## src/rtl/wm_embed_ctrl_pkg.sv

```systemverilog
// Shared definitions for the watermark embed/extract blocks: controller states
// and the 8-bit Fibonacci LFSR constants.
package wm_embed_ctrl_pkg;

  typedef enum logic [2:0] {
    S_IDLE,
    S_LOAD,
    S_RUN,
    S_DRAIN,
    S_DONE
  } state_e;

  // Feedback taps q[7]^q[5]^q[4]^q[3]
  localparam logic [7:0] LFSR_TAPS      = 8'hB8;
  localparam logic [7:0] LFSR_SAFE_SEED = 8'h01;

  function automatic logic [7:0] lfsr_next(input logic [7:0] q);
    return {q[6:0], ^(q & LFSR_TAPS)};
  endfunction

  // An all-zero seed would lock the LFSR, so it is replaced.
  function automatic logic [7:0] lfsr_seed_fix(input logic [7:0] seed);
    return (seed == 8'h00) ? LFSR_SAFE_SEED : seed;
  endfunction

endpackage

```

## src/rtl/wm_lfsr.sv

```systemverilog
// 8-bit Fibonacci LFSR with synchronous seed load and single-step advance;
// shared between the embed and extract controllers.
module wm_lfsr
  import wm_embed_ctrl_pkg::*;
(
  input  logic       clk,
  input  logic       rst_n,
  input  logic       load,
  input  logic [7:0] seed,
  input  logic       step,
  output logic [7:0] q
);

  logic [7:0] q_q;
  logic [7:0] q_d;

  always_comb begin
    q_d = q_q;
    if (load) begin
      q_d = lfsr_seed_fix(seed);
    end else if (step) begin
      q_d = lfsr_next(q_q);
    end
  end

  always_ff @(posedge clk or negedge rst_n) begin
    if (!rst_n) begin
      q_q <= LFSR_SAFE_SEED;
    end else begin
      q_q <= q_d;
    end
  end

  assign q = q_q;

endmodule

```

## src/rtl/wm_embed_ctrl.sv

```systemverilog
// Frame controller that replaces the low one or two bits of each pixel with
// LFSR-derived watermark bits, behind a single registered output stage.
module wm_embed_ctrl
  import wm_embed_ctrl_pkg::*;
#(
  parameter int unsigned NUM_PIX = 16,
  parameter int unsigned CNT_W   = 16
) (
  input  logic             clk,
  input  logic             rst_n,
  input  logic             start,
  input  logic [7:0]       key,
  input  logic             wm_select,
  input  logic [7:0]       pix_in,
  input  logic             pix_in_valid,
  output logic             pix_in_ready,
  output logic [7:0]       pix_out,
  output logic             pix_out_valid,
  input  logic             pix_out_ready,
  output logic             busy,
  output logic             done,
  output logic [CNT_W-1:0] pix_count
);

  localparam logic [CNT_W-1:0] NUM_C = CNT_W'(NUM_PIX);

  state_e           state_q, state_d;
  logic             mode_q, mode_d;
  logic [CNT_W-1:0] cnt_q, cnt_d;
  logic [7:0]       out_q, out_d;
  logic             ov_q, ov_d;

  logic [7:0] lfsr_q;
  logic       lfsr_load;
  logic       accept;
  logic       count_full;
  logic       wm0, wm1;
  logic [7:0] embedded;

  // The LFSR takes the key on the IDLE->LOAD edge itself, so it already holds
  // the seed during LOAD and no separate key register is needed.
  assign lfsr_load = (state_q == S_IDLE) && start;

  assign count_full   = (cnt_q == NUM_C);
  assign pix_in_ready = (state_q == S_RUN) && !count_full && (!ov_q || pix_out_ready);
  assign accept       = pix_in_valid && pix_in_ready;

  wm_lfsr u_lfsr (
    .clk   (clk),
    .rst_n (rst_n),
    .load  (lfsr_load),
    .seed  (key),
    .step  (accept),
    .q     (lfsr_q)
  );

  assign wm0      = lfsr_q[0];
  assign wm1      = mode_q & (lfsr_q[1] ^ lfsr_q[0]);
  assign embedded = mode_q ? {pix_in[7:2], wm1, wm0} : {pix_in[7:1], wm0};

  always_comb begin
    state_d = state_q;
    mode_d  = mode_q;
    cnt_d   = cnt_q;
    out_d   = out_q;
    ov_d    = ov_q;

    unique case (state_q)
      S_IDLE: begin
        if (start) begin
          state_d = S_LOAD;
          mode_d  = wm_select;
          cnt_d   = '0;
        end
      end
      S_LOAD:  state_d = S_RUN;
      S_RUN: begin
        if (count_full) state_d = S_DRAIN;
      end
      S_DRAIN: begin
        if (!ov_q || pix_out_ready) state_d = S_DONE;
      end
      S_DONE:  state_d = S_IDLE;
      default: state_d = S_IDLE;
    endcase

    if (accept) begin
      out_d = embedded;
      ov_d  = 1'b1;
      cnt_d = cnt_q + CNT_W'(1);
    end else if (pix_out_ready) begin
      ov_d  = 1'b0;
    end
  end

  always_ff @(posedge clk or negedge rst_n) begin
    if (!rst_n) begin
      state_q <= S_IDLE;
      mode_q  <= 1'b0;
      cnt_q   <= '0;
      out_q   <= '0;
      ov_q    <= 1'b0;
    end else begin
      state_q <= state_d;
      mode_q  <= mode_d;
      cnt_q   <= cnt_d;
      out_q   <= out_d;
      ov_q    <= ov_d;
    end
  end

  assign pix_out       = out_q;
  assign pix_out_valid = ov_q;
  assign pix_count     = cnt_q;
  assign busy          = (state_q == S_LOAD) || (state_q == S_RUN) || (state_q == S_DRAIN);
  assign done          = (state_q == S_DONE);

endmodule

```

## config.mk

```make
export PLATFORM = sky130hd
export DESIGN_NAME = wm_embed_ctrl
export DESIGN_NICKNAME = d
export VERILOG_FILES = /design/src/rtl/wm_embed_ctrl_pkg.sv /design/src/rtl/wm_lfsr.sv /design/src/rtl/wm_embed_ctrl.sv
export SDC_FILE = /design/constraint.sdc
export NUM_CORES = 1
export LEC_CHECK = 0
export ABC_AREA = 1
export CAP_MARGIN = 20
export CORE_MARGIN = 1.5
export CORE_UTILIZATION = 45
export CTS_CLUSTER_SIZE = 25
export DETAILED_ROUTE_END_ITERATION = 8
export GPL_ROUTABILITY_DRIVEN = 1
export GPL_TIMING_DRIVEN = 0
export MAX_ROUTING_LAYER = met4
export PLACE_DENSITY = 0.71
export RECOVER_POWER = 100
export SLEW_MARGIN = 20
export SYNTH_ARGS = -nofsm -noshare
export SYNTH_HDL_FRONTEND = slang
export SYNTH_SLANG_ARGS = --single-unit
```

## constraint.sdc

```tcl
create_clock -name clk -period 2.5 [get_ports clk]
set_clock_uncertainty 0.15 [all_clocks]
set_input_delay 0.625 -clock clk [delete_from_list [all_inputs] [get_ports clk]]
set_output_delay 0.625 -clock clk [all_outputs]
set_load 0.1 [all_outputs]
```

# Word-level counts from Yosys, hierarchy flattened
# Index checks and enable logic that the tools add are counted.
# totals
regBits	37
latchBits	0
ramBits	0
romBits	0
output_inout_bits	28
wordCells	49
memories	0
# classes
n_addsub	1
n_mul	0
div_mod_pow	0
magnitude_cmp	0
n_eq_ne	8
shifts	0
mux	13
bitwise_logic	2
n_reduce_logical	19
# op_table
cell	count
$mux 16	3
$mux 8	3
$add 16x1->16 const B	1
$eq 16x5->1 const B	1
$pmux 3 s4	1
$mux 3	3
$logic_not 8->1	1
$reduce_bool 2->1	4
$reduce_xor 8->1	1
$eq 3x2->1 const B	2
$ne 2x2->1 const B	3
$logic_and 1x1->1	4
$reduce_and 2->1	2
$eq 3x1->1 const B	1
$eq 3x3->1 const B	1
$logic_not 3->1	1
$logic_or 1x1->1	3
$reduce_and 3->1	1
$logic_not 1->1	2
$mux 1	2
$mux 2	1
$and 1x1->1	1
$xor 1x1->1	1

# Depth between registers and ports, before layout
# depth
depth_word	7
ltp_mapped	11

# Hierarchy
# Synthesis repeated with hierarchy kept, for this count alone.
# hier_totals
cells_unflattened	299
hier_area_um2	2273.4
# by_module_without_submodules
mod	instances	cells_per_inst	area_per_inst_um2	seq_area_each_um2
wm_embed_ctrl	1	237	1826.8	725.7
wm_lfsr	1	62	446.7	201.4

# Worst setup path after synthesis
# OpenSTA, ideal clock, no wires.
# synth_path
path_kind	flip-flop to output port
startpoint	register state_q[0]
endpoint	output done
arrival_time_ps	2477
slack_ps	-752
stages_incl_launch_ff	2
path_buffers	0
path_cell_list	dfrtp_1 -> nor3_1
# synth_between
elab_chain_len	1
# synth_rtl
element	line	source
start: declaration	wm_embed_ctrl.sv:27	state_e state_q, state_d;
start signal: assignment	wm_embed_ctrl.sv:104	state_q <= state_d;
$eq 3x3->1	wm_embed_ctrl.sv:116	assign done = (state_q == S_DONE);
end: declaration	wm_embed_ctrl.sv:21	output logic done,
# Every way passes these cells.

# Worst setup path in the final report
# layout_path
startpoint	register cnt_q[8], in the netlist pix_count[8]
endpoint	output pix_count[8]
# layout_rtl
element	line	source
start: declaration	wm_embed_ctrl.sv:29	logic [CNT_W-1:0] cnt_q, cnt_d;
start signal: assignment	wm_embed_ctrl.sv:106	cnt_q <= cnt_d;
end: declaration	wm_embed_ctrl.sv:22	output logic [CNT_W-1:0] pix_count
# No word-level cell between the ends.

==> flow_summary.json <==
{
  "status": "finished clean",
  "syn_nets": 326,
  "synth_warnings": 0,
  "power_leakage_nw": 1.37,
  "reg2regPathDepth": 10,
  "clock_latency_ps": 300,
  "synthCells": 302,
  "cts-root-buf": "clkbuf_8",
  "layout-drive-gt1-share_pct": 11.7,
  "muxShareOfSynthArea_pct": 0,
  "end_kind": "primary output",
  "min_period_ps": 2420,
  "routed_wl_um": 4970,
  "cts.sinks": 37,
  "reg2reg_setup_slack_ps": 400,
  "peakVddDrop_uv": 708,
  "worstPathArrival_ps": 1640,
  "avgSynthCellArea_sq_um": 7.10,
  "maxClockFrequency_ghz": 0.413,
  "ios": 50,
  "path_max_fanout": 6,
  "critPathSlowestCell": "clkbuf_1",
  "io_buffers": 48,
  "setup.worst_path.start": "pix_count[8]$_DFFE_PN0P_",
  "final_cells": 411,
  "viasPerCell": 4.85,
  "maxCapViolCount": 0,
  "netlist_area_sq_mm": 0.00214,
  "synth-compound-area-share_pct": 3.56,
  "hold_viol": 0,
  "synth_top_family_by_area": "simple AND/OR/NAND/NOR gates",
  "r2r_start": "pix_count[0]$_DFFE_PN0P_",
  "wl_per_cell_um": 12.1,
  "required_ps": 1730,
  "start_kind": "register",
  "die_h_um": 72.0,
  "synth_top_area_share_pct": 42.0,
  "yosys-top-cells-count": "nand2_1 (116), dfrtp_1 (36), inv_1 (34)",
  "chipWidth_um": 72.0,
  "wl_met2_um": 2190,
  "first_iter_violations": 81,
  "wl_met1_um": 2560,
  "crit_family": "buffers and inverters",
  "met3_length_um": 165,
  "hpwl_um": 3580,
  "ys_seq_area_share_pct": 43.3,
  "cts_tree": "built",
  "slew_viol_final": 0,
  "grt_util_all_layers_pct": 21.2,
  "antenna_found_initial": 0,
  "synth_fa_ha_area_share_pct": 1.17,
  "grt_max_degree": 27,
  "drc": 0,
  "highest_layer": "met4",
  "synth_edf_count": 0,
  "gp_congestion": 0.853,
  "synth_xor_area_share_pct": 5.31,
  "postRouteAntennaNets": 0,
  "synthFlopType": "dfrtp_1",
  "powerDensity_mw_per_mm2": 1280,
  "synth.most_common_cell": "nand2_1",
  "yosys-top-cells-area": "dfrtp_1 (42%), nand2_1 (20%), nand3_1 (7.7%)",
  "core-area_sq_mm": 0.00447,
  "route.vias.total": 1995,
  "grt-ovfl-total": 0,
  "hp-class": "in2async",
  "cp.depth": 1,
  "cts_setup_buffers": 0,
  "path_buf_inv": 1,
  "path_clk_slew_ps": 80,
  "drtPass1Iterations": 4,
  "cts-htree-levels": 2,
  "cp_cell_sequence": "clkbuf_1",
  "synth-simple-area-share_pct": 37.5,
  "max-clock-path-buffers": 2,
  "setup_viol": 0,
  "num_antenna_cells": 0,
  "worst_r2r_endpoint": "pix_count[0]$_DFFE_PN0P_",
  "fin_nets": 382,
  "std_cell_rows": 24,
  "yosysUniqueCellTypes": 26,
  "path_class": "reg2out",
  "syn2layout_area_growth_pct": 23.1,
  "synth_top_area_cell": "dfrtp_1",
  "tightest_slew_ps": 1190,
  "async_reset_ff_share_pct": 100,
  "whs_ps": 220,
  "cp-endpoint": "pix_count[8]",
  "synth-seq-cells": 37,
  "grt_pass1_vias": 1847,
  "rsz0062_at_grt": "no",
  "start_util_pct": 47.9,
  "dp.cells": 403,
  "crit_path_max_incr_delay_ps": 890,
  "dieArea_sq_mm": 0.00519,
  "fin_crit_sh_pct": 96.8,
  "slew_headroom_pct": 20.9,
  "cts_buffers": 5,
  "grt_pass1_wl_um": 8420
}
report_power, final:
group          internal, mW  total, mW  switching (mW)  leakage, nW
logic                 0.424       2.00            1.58        0.867
registers             0.791      0.954           0.163        0.460
clock network         0.193      0.414           0.221       0.0450
through the flow:
step           area, sq um  util, %  total power [mW]  worst slack (ps)  TNS [ps]
6_report              2640     59.0              3.37              81.2         0
5_1_grt               2640     59.0              3.59              26.6         0
4_1_cts               2790     62.3              3.46              6.84         0
3_5_place_dp          2730     61.1              3.12              -891     -1190
3_3_place_gp          2720     60.8              3.08              -872    -12270
2_1_floorplan         2170        -              2.61              62.6         0
final cells by class:
| type | count | area, sq um |
|---|---|---|
| buffer | 9 | 47.5 |
| clock buffer | 6 | 72.6 |
| clock inverter | 2 | 10.0 |
| fill | 461 | 1840 |
| inverter | 37 | 143 |
| multi-input combinational | 219 | 1010 |
| sequential | 37 | 947 |
| tap | 52 | 65.1 |
| timing repair buffer | 49 | 342 |
kinds of logic after synthesis:
kind of cell               count (synthesis)
AOI/OAI and AO/OA                         14
xor gates and xnor gates                  13
adders and majority gates                  2
buffers and inverters                     46
DFF                                       37
and+or+nand+nor                          190
flip-flops by register name (all words and copies together), names as in the netlist:
| name | count |
|---|---|
| mode_q | 1 |
| pix_count | 16 |
| pix_out | 8 |
| pix_out_valid | 1 |
| state_q | 3 |
| u_lfsr.q | 8 |
worst min-delay path by stage:
stage                                start                        to  slack (ps)  cells past startpoint
floorplan                            rst_n        mode_q$_DFFE_PN0P_         180                      0
global placement    pix_out[2]$_DFFE_PN0P_    pix_out[2]$_DFFE_PN0P_         310                      2
detailed placement  pix_out[3]$_DFFE_PN0P_    pix_out[3]$_DFFE_PN0P_         320                      2
CTS                                  rst_n  pix_count[4]$_DFFE_PN0P_          60                      1
global route                         rst_n  pix_count[4]$_DFFE_PN0P_         290                      1
finish                               rst_n  pix_count[8]$_DFFE_PN0P_         220                      1
layout by cell type (no fill, tap or decap), types with 2 or more instances in the layout:
cell type	n
nand2_1	116
inv_1	33
nand3_1	32
clkbuf_1	32
nor2_1	27
dfrtp_1	20
clkdlybuf4s50_1	18
dfrtp_2	16
o21ai_0	11
xor2_1	11
clkbuf_8	5
nand4_1	4
inv_2	3
nor2_2	3
nor3_1	3
xnor2_1	2
ha_1	2
clkinv_2	2
per-layer routing:
layer,GRT usage [%],up-vias
met3,3.47,6
li1,-,1039
met4,6.92,0
met2,32.3,39
met5,-,-
met1,29.2,911
repair_timing:
item / in CTS / in global routing
hold endpoints to repair: 0 / 0
cloned: 0 / 0
gates resized for setup: 42 / 3
hold buffers: 0 / 0
endpoints found under the setup margin: 28 / 2
(Power assumes the default switching activity.)
